`src/rtl/onchip_mem_pkg.sv`:
```
// Shared constants and types for the on-chip RAM arbiter.
package onchip_mem_pkg;

    localparam int unsigned MEM_ADDR_W = 13;
    localparam int unsigned MEM_DATA_W = 16;
    localparam int unsigned MEM_BE_W   = 2;
    localparam int unsigned MEM_DEPTH  = 8192;

    typedef enum logic {CLEAR, ARB} arb_state_t;

    typedef struct packed {
        logic                  write;
        logic [MEM_ADDR_W-1:0] addr;
        logic [MEM_DATA_W-1:0] wdata;
        logic [MEM_BE_W-1:0]   be;
    } mem_cmd_t;

endpackage

```
`src/rtl/onchip_mem_arbiter_rr.sv`:
```
// 2-way round-robin grant; the pointer names the requester that wins the next contention.
module rr_arbiter2 (
    input  logic       clk_i,
    input  logic       reset_i,
    input  logic [1:0] req_i,
    output logic [1:0] gnt_o
);

    logic prio_q, prio_d;

    always_comb begin
        gnt_o  = req_i;
        prio_d = prio_q;
        if (req_i == 2'b11) begin
            gnt_o = prio_q ? 2'b10 : 2'b01;
        end
        if (gnt_o[0]) begin
            prio_d = 1'b1;
        end else if (gnt_o[1]) begin
            prio_d = 1'b0;
        end
    end

    always_ff @(posedge clk_i) begin
        if (reset_i) begin
            prio_q <= 1'b0;
        end else begin
            prio_q <= prio_d;
        end
    end

endmodule

```
`src/rtl/onchip_mem_arbiter.sv`:
```
// Two-requester sequencer for the single-port on-chip RAM with an optional zero-fill sweep after reset.
module onchip_mem_arbiter
    import onchip_mem_pkg::*;
#(
    parameter int unsigned ADDR_W         = MEM_ADDR_W,
    parameter int unsigned DATA_W         = MEM_DATA_W,
    parameter int unsigned BE_W           = MEM_BE_W,
    parameter bit          CLEAR_ON_RESET = 1'b1
) (
    input  logic              clk,
    input  logic              reset,
    input  logic              rq0_valid,
    output logic              rq0_ready,
    input  logic              rq0_write,
    input  logic [ADDR_W-1:0] rq0_addr,
    input  logic [DATA_W-1:0] rq0_wdata,
    input  logic [BE_W-1:0]   rq0_be,
    output logic              rs0_valid,
    output logic [DATA_W-1:0] rs0_data,
    input  logic              rq1_valid,
    output logic              rq1_ready,
    input  logic              rq1_write,
    input  logic [ADDR_W-1:0] rq1_addr,
    input  logic [DATA_W-1:0] rq1_wdata,
    input  logic [BE_W-1:0]   rq1_be,
    output logic              rs1_valid,
    output logic [DATA_W-1:0] rs1_data,
    output logic [ADDR_W-1:0] mem_address,
    output logic [BE_W-1:0]   mem_byteenable,
    output logic              mem_chipselect,
    output logic              mem_write,
    output logic [DATA_W-1:0] mem_writedata,
    output logic              mem_clken,
    input  logic [DATA_W-1:0] mem_readdata,
    output logic              busy_clear
);

    arb_state_t        state_q, state_d;
    logic [ADDR_W-1:0] clr_q, clr_d;
    logic              rd_pend_q, rd_pend_d;
    logic              rd_id_q, rd_id_d;
    logic              rs0_valid_q, rs1_valid_q;
    logic [DATA_W-1:0] rs0_data_q, rs1_data_q;
    logic [1:0]        req, gnt;
    mem_cmd_t          cmd0, cmd1, cmd;

    // Requests are masked during reset so nothing is accepted or issued in a reset cycle.
    assign req = (state_q == ARB && !reset) ? {rq1_valid, rq0_valid} : 2'b00;

    rr_arbiter2 u_rr (
        .clk_i   (clk),
        .reset_i (reset),
        .req_i   (req),
        .gnt_o   (gnt)
    );

    assign cmd0 = '{write: rq0_write, addr: rq0_addr, wdata: rq0_wdata, be: rq0_be};
    assign cmd1 = '{write: rq1_write, addr: rq1_addr, wdata: rq1_wdata, be: rq1_be};
    assign cmd  = gnt[1] ? cmd1 : cmd0;

    assign rq0_ready  = gnt[0];
    assign rq1_ready  = gnt[1];
    assign mem_clken  = 1'b1;
    assign busy_clear = (state_q == CLEAR);
    assign rs0_valid  = rs0_valid_q;
    assign rs1_valid  = rs1_valid_q;
    assign rs0_data   = rs0_data_q;
    assign rs1_data   = rs1_data_q;

    always_comb begin
        state_d        = state_q;
        clr_d          = clr_q;
        rd_pend_d      = 1'b0;
        rd_id_d        = rd_id_q;
        mem_chipselect = 1'b0;
        mem_write      = 1'b0;
        mem_address    = '0;
        mem_writedata  = '0;
        mem_byteenable = '1;
        if (!reset) begin
            if (state_q == CLEAR) begin
                mem_chipselect = 1'b1;
                mem_write      = 1'b1;
                mem_address    = clr_q;
                clr_d          = clr_q + 1'b1;
                if (&clr_q) begin
                    state_d = ARB;
                end
            end else if (|gnt) begin
                mem_chipselect = 1'b1;
                mem_write      = cmd.write;
                mem_address    = cmd.addr;
                mem_writedata  = cmd.wdata;
                mem_byteenable = cmd.write ? cmd.be : '1;
                rd_pend_d      = !cmd.write;
                rd_id_d        = gnt[1];
            end
        end
    end

    always_ff @(posedge clk) begin
        if (reset) begin
            state_q     <= CLEAR_ON_RESET ? CLEAR : ARB;
            clr_q       <= '0;
            rd_pend_q   <= 1'b0;
            rd_id_q     <= 1'b0;
            rs0_valid_q <= 1'b0;
            rs1_valid_q <= 1'b0;
            rs0_data_q  <= '0;
            rs1_data_q  <= '0;
        end else begin
            state_q     <= state_d;
            clr_q       <= clr_d;
            rd_pend_q   <= rd_pend_d;
            rd_id_q     <= rd_id_d;
            // RAM output is valid the cycle after issue; capture it into the response register.
            rs0_valid_q <= rd_pend_q && !rd_id_q;
            rs1_valid_q <= rd_pend_q && rd_id_q;
            if (rd_pend_q && !rd_id_q) begin
                rs0_data_q <= mem_readdata;
            end
            if (rd_pend_q && rd_id_q) begin
                rs1_data_q <= mem_readdata;
            end
        end
    end

endmodule

```
`config.mk`:
```
export PLATFORM = sky130hd
export DESIGN_NAME = onchip_mem_arbiter
export DESIGN_NICKNAME = d
export VERILOG_FILES = /design/src/rtl/onchip_mem_pkg.sv /design/src/rtl/onchip_mem_arbiter_rr.sv /design/src/rtl/onchip_mem_arbiter.sv
export SDC_FILE = /design/constraint.sdc
export NUM_CORES = 1
export LEC_CHECK = 0
export ABC_CLOCK_PERIOD_IN_PS = 3900
export CORE_AREA = 2 2 89 91
export CTS_CLUSTER_SIZE = 24
export DETAILED_ROUTE_END_ITERATION = 10
export DIE_AREA = 0 0 91 93
export PLACE_DENSITY = 0.84
export SLEW_MARGIN = 30
export SYNTH_ARGS = -nofsm -noshare
export SYNTH_HDL_FRONTEND = slang
export SYNTH_HIERARCHICAL = 1
export SYNTH_SLANG_ARGS = --single-unit
```
`constraint.sdc`:
```
create_clock -name clk -period 3.9 [get_ports clk]
set_input_delay 0.975 -clock clk [delete_from_list [all_inputs] [get_ports clk]]
set_output_delay 0.975 -clock clk [all_outputs]
set_load 0.01 [all_outputs]
```
After elaboration in Yosys (flattened, before gate mapping). Cells that the tools add are included.

Register bits: 51. Input bits: 84. Word-level logic and storage cells: 48.

$add $sub $neg: 1. Equality and inequality tests: 1. Mux-type cells: 24. Bitwise logic cells: 2. Reduce and logical (&&, ||, !) cells: 11.

Operators by type and width (count): 16-bit 2-to-1 mux (3); 13-bit 2-to-1 mux (3); 32-bit 2-to-1 mux (1); 2-bit 2-to-1 mux (7); 13-bit by 1-bit adder with 13-bit output, second input constant (1); 13-bit AND reduction (1); 1-bit 2-to-1 mux (10); 1-bit logical AND (3); 1-bit zero test (3); 3-bit OR reduction (1); 2-bit equality test, second input constant (1); 1-bit NOT (2); 2-bit AND reduction (1); 2-bit nonzero test (1); 2-bit OR reduction (1).

Depth between registers and ports, before layout. Gate-level depths: netlist (run 1).

Depth in word-level cells: 10. Gate-level depth with buffers: 9.

By module. The synthesis (run 1) kept the hierarchy.

Modules (own cells, without submodules): onchip_mem_arbiter (times used 1, cells an instance 324, area each 2479.9 um^2); rr_arbiter2 (times used 1, cells an instance 7, area each 57.6 um^2).

Least setup slack after synthesis (run 1). Ideal clock, no wire load.

Kind: input to output. Start point: in reset. End point: out mem_address[0]. Arrival: 2.735 ns. Slack: 0.190 ns. Stages: 7. Path through: nor2b_1 > and2_1 > a21boi_0 > clkbuf_1 > clkbuf_1 > a221oi_1 > nor3_1.

Longest elaborated chain between the ends: 9.

RTL lines: start, declared (RTL line onchip_mem_arbiter.sv:11) `input logic reset,`; 1-bit zero test *; 1-bit logical AND * (RTL line onchip_mem_arbiter.sv:48) `assign req = (state_q == ARB && !reset) ? {rq1_valid, rq0_valid} : 2'b00;`; 2-bit 2-to-1 mux * (RTL line onchip_mem_arbiter.sv:48); named net req[1] (RTL line onchip_mem_arbiter.sv:44) `logic [1:0] req, gnt;`; 2-bit equality test (RTL line onchip_mem_arbiter_rr.sv:14) `if (req_i == 2'b11) begin`; 2-bit 2-to-1 mux * (RTL line onchip_mem_arbiter_rr.sv:14); named net rq1_ready (RTL line onchip_mem_arbiter.sv:21) `output logic rq1_ready,`; 32-bit 2-to-1 mux or 2-bit OR reduction (tied branches) (RTL line onchip_mem_arbiter.sv:59, onchip_mem_arbiter.sv:89); 13-bit 2-to-1 mux * (RTL line onchip_mem_arbiter.sv:89) `end else if (|gnt) begin`; 13-bit 2-to-1 mux * (RTL line onchip_mem_arbiter.sv:81) `if (state_q == CLEAR) begin`; 13-bit 2-to-1 mux * (RTL line onchip_mem_arbiter.sv:80) `if (!reset) begin`; end, declared (RTL line onchip_mem_arbiter.sv:28) `output logic [ADDR_W-1:0] mem_address,`.

The timed path passes the listed nets; every way through them passes the cells marked *.

Worst setup path after layout (run 1).
Start point: in rq0_valid. End point: out mem_chipselect.

Longest elaborated chain between the ends: 7.

RTL lines: start, declared (RTL line onchip_mem_arbiter.sv:12) `input logic rq0_valid,`; 2-bit 2-to-1 mux * (RTL line onchip_mem_arbiter.sv:48); named net req[0] (RTL line onchip_mem_arbiter.sv:44); 2-bit equality test (RTL line onchip_mem_arbiter_rr.sv:14); 2-bit 2-to-1 mux * (RTL line onchip_mem_arbiter_rr.sv:14); 2-bit OR reduction * (RTL line onchip_mem_arbiter.sv:89); 1-bit 2-to-1 mux * (RTL line onchip_mem_arbiter.sv:89); 1-bit 2-to-1 mux * (RTL line onchip_mem_arbiter.sv:81); 1-bit 2-to-1 mux * (RTL line onchip_mem_arbiter.sv:80); end, declared (RTL line onchip_mem_arbiter.sv:30) `output logic mem_chipselect,`.

Marked as above.

==> results of run 1 <==
-- worst reg2reg max path: stages (launching register included) --
cell and delay, ns:
dfxtp_1 0.35, nor2b_1 0.27, and2_4 0.20, a21boi_4 0.25, buf_6 0.15, nand2b_1 0.14, nand2_1 0.09, buf_4 0.13
nor2_1 0.06
-- per-stage QoR --
stage	total power [uW]	setup TNS [ns]
floorplan	567.8	0
global placement	665.6	-0.02918
detailed placement	668.1	-0.5486
CTS	994.0	0
global route	1024	-0.1044
finish	980.0	0
-- power by group --
| part | internal, uW | total (uW) | switching (uW) |
|---|---|---|---|
| logic | 88.2 | 127 | 39.3 |
| registers | 523 | 527 | 4.30 |
| clock network | 161 | 325 | 164 |
| total | 773 | 980 | 208 |
-- logic make-up after synthesis --
group,Yosys count,synth area share (%)
AND/OR/NAND/NOR,147,25.89
AO/OA/AOI/OAI,67,14.65
flip-flops,51,40.24
buffers and inverters,31,5.572
multiplexers,30,11.98
XOR/XNOR,3,1.036
adder cells (fa/ha/maj),1,0.4930
other,1,0.1478
-- flip-flops by register name (all words and copies together) (netlist names) --
signal / cells
rs0_data: 16
rs1_data: 16
clr_q: 13
rd_id_q: 1
rd_pend_q: 1
rs0_valid: 1
rs1_valid: 1
state_q: 1
u_rr/prio_q: 1
-- cell type report --
class                      count  area share, %
clock buffer                   7          2.190
clock inverter                 1         0.1706
inverter                       6         0.5119
multi-input combinational    249          31.74
sequential                    51          23.21
tap                          102          2.901
timing repair buffer         174          39.28
-- timing repair --
| action | in CTS | in global routing |
|---|---|---|
| setup buffers | 0 | 4 |
| endpoints found under the setup margin | 25 | 18 |
| pin swaps | 1 | 0 |
| cloned | 0 | 0 |
| gates resized for setup | 17 | 13 |
-- cells in the final DEF, fill, tap and decap left out, drive strengths merged, types with 6 or more instances in the layout --
cell type | netlist | final
mux2i | 27 | 27
clkbuf | 16 | 7
nor2 | 34 | 34
dlymetal6s2s | 0 | 10
dlygate4sd2 | 0 | 14
inv | 6 | 6
o21ai | 13 | 13
buf | 9 | 22
clkdlybuf4s50 | 0 | 128
nand2 | 81 | 81
dfxtp | 51 | 51
a21oi | 40 | 40
-- per-layer routing --
metal | vias to the layer above | GRT usage, % | routed length, um
li1 | 1429 | - | -
met1 | 1308 | 18.80 | 2930
met2 | 123 | 34.32 | 3989
met3 | 11 | 5.641 | 653
met4 | 0 | 5.303 | 115
met5 | - | 0 | 0
-- how the worst max path moves through the flow --
stage / startpoint / slack, ns / to
after global placement: rq0_valid / -0.01 / mem_writedata[6]
final: rq0_valid / 0.05 / mem_chipselect
after global routing: rq0_valid / -0.04 / mem_chipselect
after detailed placement: rq0_valid / -0.08 / mem_write
after floorplan: reset / 0.19 / mem_address[0]
after CTS: rq0_valid / 0.01 / mem_address[2]
==> metrics.md, run 1 <==
| Metric | Value |
|---|---|
| PD cells | `222.8 nW/um^2` |
| Critical R2R Capture | `rd_pend_q` |
| Slew Viols, Final | `0` |
| GRT Resource Usage Total | `17.97%` |
| First-pass GRT wire length | `12.64 mm` |
| Final nets | `572` |
| VDD IR max | `121.7 uV` |
| Outcome | `finished clean` |
| Vias | `2871` |
| LEAKAGE | `0.001751 uW` |
| Dpl hpwl | `6.001 mm` |
| Crit path kind | `primary input to output pin` |
| Reg2reg path depth | `8` |
| Reg area | `1021 um^2` |
| Distinct cells, synth | `34` |
| Yosys warns | `6` |
| Drt first pass iters | `4` |
| Worst Min Path Start | `rs1_data[10]` |
| Worst setup SP type | `primary input` |
| Post-route cell area | `4399 um^2` |
| Final worst setup slack | `0.05063 ns` |
| Largest net degree at the start of global routing | `59` |
| CP endpoint kind | `output pin` |
| Synthesized flop and latch total | `51` |
| DRT iter0 DRCs | `73` |
| IO Count | `155` |
| Asr flop ratio synth | `0%` |
| GP Congestion | `0.7863` |
| Hold slack | `0.4581 ns` |
| Fin crit share | `98.70%` |
| Clock latency on the worst-skew pair | `0.30 ns` |
| Min Tclk post-route | `3.849 ns` |
| R2R setup slack | `2.19 ns` |
| Initial antenna violation count | `0` |
| Max cap viols | `0` |
| WL per Instance | `13.03 um` |
| Crit path largest cell delay | `0.52 ns` |
| Core ar. | `7527 um^2` |
| CTS Sinks | `51` |
| Drc violations | `0` |
| Most numerous cell in the Yosys netlist | `nand2_1` |
| Hold Path End | `rs1_data[10]` |
| Mapped Cells | `331` |
| CTS H-tree lvls | `2` |
| Row count | `32` |
| RSZ-0062 raised after global routing | `true` |
| CTS tree | `built` |
| GR Overflow Total | `0` |
| Syn_nets | `416` |
| Post-synth top area cell | `dfxtp_1` |
| Final Core Density | `58.44%` |
| Fill cells | `693` |
| Placed Instances | `578` |
| Reg clk slew, reported paths | `0.09 ns` |
| Commonest cells in the netlist | `nand2_1 (81), dfxtp_1 (51), a21oi_1 (40)` |
| Number of CTS-inserted buffers | `5` |
| Final ANT Viol Nets | `0` |
| Buffers on Ports | `153` |
| Area of the multi-input gates | `1396 um^2` |
| WL final | `7.688 mm` |
| Max clock buf depth | `2` |
| Worst Skew | `0.006017 ns` |
| Max_slew headroom | `54.29%` |
| Crit path buf inv count | `5` |
| Die height | `93 um` |
| Mapped cell area | `2537 um^2` |
| DIE AREA | `8463 um^2` |
| Worst EP required | `2.92 ns` |
| Slowest CP cell | `clkdlybuf4s50_1` |
| Chip Width | `91 um` |
| Most Frequent Cell on Critical Path | `buf_4` |
| Diode count | `0` |
| Placed inst area | `4240 um^2` |
| Vias in the first global route | `2834` |
| Avg Cell Area, Syn | `7.666 um^2` |
| Post-synth top area share | `40.24%` |
| Peak Freq | `259.8 MHz` |
| Slew @ Worst Pin | `0.6856 ns` |
| Fin cells | `590` |
| Synth area leaders | `dfxtp_1 (40%), nand2_1 (12%), mux2i_1 (11%)` |
| Tightest Hold Check Type | `flip-flop to flip-flop` |
| Data arrival, critical path | `2.87 ns` |
| Seq/Total Area, Yosys | `40.24%` |
| EDFF count, synth | `0` |
| Root buf cell | `clkbuf_8` |
| Crit path depth | `9` |
| Final hold viol count | `0` |
| Pre-CTS setup slack | `-0.07830 ns` |
| Initial core utilization | `33.71%` |
| Share of post-route cells with drive strength above 1 | `8.197%` |
| Critical Path, Cell by Cell | `clkdlybuf4s50_1 -> and2_1 -> buf_4 -> a21boi_4 -> buf_4 -> nor2_1 -> a21oi_2 -> buf_4 -> clkdlybuf4s50_1` |
| CP delay by family, top | `buffers and inverters` |
| CTS Hold Bufs | `0` |
| Hold Path Depth | `2` |
| # setup viols final | `0` |
| Worst-path maximum fanout | `5` |
| Area delta synth->final | `73.37%` |
| Reg2reg start | `state_q` |
| Ys flop type | `dfxtp_1` |
| Via/cell ratio | `4.866` |
(Power assumes the default switching activity.)
==> run 2, diff against run 1 <==
Settings changed: ABC_CLOCK_PERIOD_IN_PS 3900 to 3400, CORE_AREA 2 2 89 91 to 2 2 90 92, DIE_AREA 0 0 91 93 to 0 0 92 94, PLACE_DENSITY 0.84 to 0.86, REMOVE_ABC_BUFFERS set to 1.
Clock period 3.9 ns to 3.4 ns, I/O delays scaled along.
==> metrics.md, run 2 (synthesized netlist as in run 1, its figures left out) <==
| Metric | Value |
|---|---|
| Outcome | `finished clean` |
| CP endpoint kind | `output pin` |
| First-pass GRT wire length | `13.37 mm` |
| Launch point of the worst path | `rq1_valid` |
| Final Core Density | `56.71%` |
| Data arrival, critical path | `2.55 ns` |
| Tightest Hold Check Type | `flip-flop to flip-flop` |
| IO Count | `155` |
| Total power | `1184 uW` |
| Critical R2R Capture | `rd_pend_q` |
| GP Congestion | `0.8308` |
| Reg2reg start | `state_q` |
| WL final | `8.491 mm` |
| Fin crit share | `99.93%` |
| Core ar. | `7607 um^2` |
| Slew @ Worst Pin | `0.7554 ns` |
| Vias in the first global route | `2894` |
| Row count | `32` |
| Dpl hpwl | `6.410 mm` |
| PD cells | `274.4 nW/um^2` |
| GR Overflow Total | `0` |
| Root buf cell | `clkbuf_8` |
| Worst Skew | `0.009008 ns` |
| Max cap viols | `0` |
| Drt first pass iters | `4` |
| Initial core utilization | `33.36%` |
| Final hold viol count | `0` |
| GRT Resource Usage Total | `19.25%` |
| Final nets | `570` |
| Chip Width | `92 um` |
| Post-route cell area | `4314 um^2` |
| Max_slew headroom | `49.64%` |
| Commonest cells after routing, fill and taps aside | `clkdlybuf4s50_1 (119), nand2_1 (80), dfxtp_1 (51), a21oi_1 (40), nor2_1 (34)` |
| DRT iter0 DRCs | `36` |
| RSZ-0062 raised after global routing | `true` |
| # setup viols final | `0` |
| Final ANT Viol Nets | `0` |
| Hold slack | `0.4580 ns` |
| CTS Hold Bufs | `0` |
| Worst setup SP type | `primary input` |
| CTS tree | `built` |
| Reg2reg path depth | `9` |
| Placed inst area | `4233 um^2` |
| Buffers on Ports | `153` |
| Peak Freq | `294.3 MHz` |
| Worst setup path endpoint | `mem_address[1]` |
| Commonest non-fill, non-tap cell in the layout | `clkdlybuf4s50_1` |
| Via/cell ratio | `4.886` |
| CTS H-tree lvls | `2` |
| Crit path kind | `primary input to output pin` |
| Clock latency on the worst-skew pair | `0.29 ns` |
| Largest net degree at the start of global routing | `31` |
| Max clock buf depth | `2` |
| Drc violations | `0` |
| Diode count | `0` |
| VDD IR max | `198.4 uV` |
| R2R setup slack | `1.67 ns` |
| Area delta synth->final | `70.02%` |
| LEAKAGE | `0.001565 uW` |
| Worst EP required | `2.55 ns` |
| Initial antenna violation count | `0` |
| Worst-path maximum fanout | `6` |
| Reg clk slew, reported paths | `0.09 ns` |
| Min Tclk post-route | `3.398 ns` |
| Vias | `2873` |
| Share of post-route cells with drive strength above 1 | `13.99%` |
| Slew Viols, Final | `0` |
| Number of CTS-inserted buffers | `5` |
| Die height | `94 um` |
| WL per Instance | `14.44 um` |
| DIE AREA | `8648 um^2` |
| CTS Sinks | `51` |
[run 2: cell types whose count changed in the layout (fill, tap and decap cells not counted), moves of 3 or more]
| cell | delta |
|---|---|
| clkdlybuf4s50_1 | -9 |
| dlymetal6s2s_1 | -10 |
| dlygate4sd2_1 | -10 |
| o21ai_1 | +4 |
| clkdlybuf4s15_1 | +6 |
| buf_4 | -4 |
| clkbuf_2 | +15 |
| a221oi_1 | -3 |
| o21ai_0 | -4 |
| buf_2 | +8 |
| buf_6 | +4 |
[run 2: metal layers]
layer / part of all wire, % / track usage (%)
met1: 40 / 21.87
met2: 50 / 35.36
met3: 8.0 / 5.217
met4: 1.9 / 5.473
met5: 0 / 0
[run 2: worst min path at each step]
stage / startpoint / endpoint / cells past startpoint
after floorplan: u_rr/prio_q / u_rr/prio_q / 1
after detailed placement: rs1_data[8] / rs1_data[8] / 2
after global routing: rs0_data[5] / rs0_data[5] / 2
after CTS: rs1_data[8] / rs1_data[8] / 2
after global placement: rs1_data[2] / rs1_data[2] / 2
final: rs1_data[8] / rs1_data[8] / 2
[run 2: repair_timing]
action / 4_1_cts / 5_1_grt
endpoints found under the hold margin: 0 / 0
gates resized for setup: 77 / 42
gates cloned: 1 / 0
endpoints found under the setup margin: 34 / 25
pin swaps: 0 / 3
buffers inserted: 4 / 2
[run 2: final cells by class]
cell class / instances / area (um^2)
fill: 672 / 3293
timing repair buffer: 172 / 1580
multi-input combinational: 249 / 1445
sequential: 51 / 1021
tap: 102 / 127.6
clock buffer: 6 / 82.58
clock inverter: 2 / 35.03
inverter: 6 / 22.52
[run 2: through the flow]
step	cells	setup slack (ns)	TNS [ns]
detailed placement	577	-0.3840	-9.498
global route	588	-0.1089	-0.3720
CTS	590	-0.07710	-0.3760
floorplan	306	-4.591	-146.51
global placement	577	-0.3691	-8.956
finish	588	0.002409	0
[run 2: report_power, final]
group | internal [uW] | switching (uW) | total [uW]
registers | 600 | 4.97 | 605
logic | 100 | 49.6 | 150
clock network | 238 | 191 | 429
[run 2: critical path: stages]
cell	delay, ns
clkdlybuf4s50_1	0.46
and2_4	0.14
a21boi_4	0.28
buf_4	0.15
nor2b_1	0.04
buf_4	0.16
a221oi_2	0.23
nor3_1	0.08
buf_2	0.15
==> run 3, diff against run 2 <==
Settings changed: GPL_ROUTABILITY_DRIVEN set to 1, SETUP_SLACK_MARGIN set to 0.3.
==> metrics.md, run 3 (synthesized netlist as in run 1, its figures left out) <==
| Metric | Value |
|---|---|
| Row count | `32` |
| Final ANT Viol Nets | `0` |
| VDD IR max | `197.5 uV` |
| CTS tree | `built` |
| Chip Width | `92 um` |
| Max Used Layer | `met4` |
| R2R setup slack | `1.62 ns` |
| WL per Instance | `15.32 um` |
| Peak Freq | `309.5 MHz` |
| Fin cells | `600` |
| IO Count | `155` |
| # setup viols final | `0` |
| DIE AREA | `8648 um^2` |
| Slew @ Worst Pin | `0.7490 ns` |
| Worst Min Path Start | `rs1_data[8]` |
| Met3 WL | `717 um` |
| First-pass GRT wire length | `13.92 mm` |
| Hold Path Depth | `2` |
| Max clock buf depth | `2` |
| Crit path kind | `primary input to output pin` |
| GRT Resource Usage Total | `20.11%` |
| Commonest cells after routing, fill and taps aside | `clkdlybuf4s50_1 (115), nand2_1 (79), dfxtp_1 (51), a21oi_1 (40), nor2_1 (34)` |
| Share of post-route cells with drive strength above 1 | `19.48%` |
| Worst-path maximum fanout | `5` |
| PD cells | `260.5 nW/um^2` |
| GP Congestion | `0.8308` |
| LEAKAGE | `0.001727 uW` |
| Pre-CTS setup slack | `-0.3840 ns` |
| Final Core Density | `60.38%` |
| CTS H-tree lvls | `2` |
| Vias in the first global route | `2948` |
| WL final | `9.192 mm` |
| Slew Viols, Final | `0` |
| Placed inst area | `4233 um^2` |
| Fin crit share | `95.04%` |
| CTS Hold Bufs | `0` |
| Post-Route M1 WL | `3.578 mm` |
| Reg2reg path depth | `10` |
| Reg clk slew, reported paths | `0.09 ns` |
| Drt first pass iters | `4` |
| Core ar. | `7607 um^2` |
| Reg2reg start | `state_q` |
| Worst EP required | `2.55 ns` |
| Buffers on Ports | `153` |
| RSZ-0062 raised after global routing | `true` |
| Area delta synth->final | `81.02%` |
| Via/cell ratio | `4.965` |
| Drc violations | `0` |
| Tightest Hold Check Type | `flip-flop to flip-flop` |
| Hold slack | `0.4580 ns` |
| Max cap viols | `0` |
| Die height | `94 um` |
| Initial antenna violation count | `0` |
| Post-route cell area | `4593 um^2` |
| Number of CTS-inserted buffers | `5` |
| Data arrival, critical path | `2.38 ns` |
| Initial core utilization | `33.36%` |
| Met2 routed WL | `4.658 mm` |
| Final nets | `582` |
| Min Tclk post-route | `3.231 ns` |
| Worst setup SP type | `primary input` |
| CP endpoint kind | `output pin` |
| Placed Instances | `577` |
| Commonest non-fill, non-tap cell in the layout | `clkdlybuf4s50_1` |
| Outcome | `finished clean` |
| Final hold viol count | `0` |
| Diode count | `0` |
| Root buf cell | `clkbuf_8` |
| Critical R2R Capture | `rd_pend_q` |
| Dpl hpwl | `6.410 mm` |
| Final worst setup slack | `0.1686 ns` |
| CTS Sinks | `51` |
| Max_slew headroom | `50.07%` |
| GR Overflow Total | `0` |
| Vias | `2979` |
| Largest net degree at the start of global routing | `31` |
| Worst Skew | `0.009870 ns` |
| DRT iter0 DRCs | `36` |
| Hold Path End | `rs1_data[8]` |
| Clock latency on the worst-skew pair | `0.29 ns` |
run 3: cell types whose count changed in the layout (fill, tap and decap cells not counted), sizes merged:
cell	delta
buf	+34
clkbuf	-13
clkdlybuf4s15	-5
clkdlybuf4s50	-4
run 3: per-layer routing:
layer	up-vias	GRT usage, %
li1	1443	-
met1	1360	22.67
met2	159	37.32
met3	17	5.136
met4	0	5.846
met5	-	0
run 3: layout make-up:
| cell class | count | area (um^2) |
|---|---|---|
| Multi-Input combinational cell | 249 | 1523 |
| Inverter | 6 | 22.52 |
| Fill cell | 627 | 3014 |
| Clock buffer | 6 | 82.58 |
| Clock inverter | 2 | 35.03 |
| Sequential cell | 51 | 1021 |
| Timing Repair Buffer | 184 | 1782 |
| Tap cell | 102 | 127.6 |
run 3: through the flow:
stage / setup TNS (ns) / power (uW)
finish: 0 / 1196
global route: 0 / 1245
CTS: 0 / 1201
detailed placement: -9.498 / 767.9
global placement: -8.956 / 765.0
floorplan: -146.51 / 642.2
run 3: critical path: stages:
cell and delay [ns]:
buf_8 0.10, nor2b_4 0.10, buf_6 0.11, and2_4 0.13, a21boi_4 0.27, buf_6 0.14
buf_6 0.11, buf_6 0.12, mux2i_1 0.21, nor2_1 0.07, buf_2 0.15
run 3: worst max-delay path by stage:
stage | startpoint | to | slack [ns]
2_1_floorplan | reset | mem_address[10] | -4.59
3_3_place_gp | rq0_valid | mem_address[0] | -0.37
3_5_place_dp | rq0_valid | mem_address[10] | -0.38
4_1_cts | reset | mem_address[0] | 0.14
5_1_grt | reset | mem_writedata[11] | 0.09
6_report | reset | mem_writedata[11] | 0.17
run 3: where the power goes:
part	internal [uW]	leakage [uW]	switching [uW]	total, uW
clock	238	0.0000612	193	432
combinational	104	0.00125	56.0	160
sequential	600	0.000411	5.15	605
total	942	0.00173	254	1200
run 3: timing repair:
action                     CTS  global route
resized for setup          170            18
gates cloned                 2             3
buffers inserted             7             3
pin swaps                    7            11
setup endpoints to repair   35            33
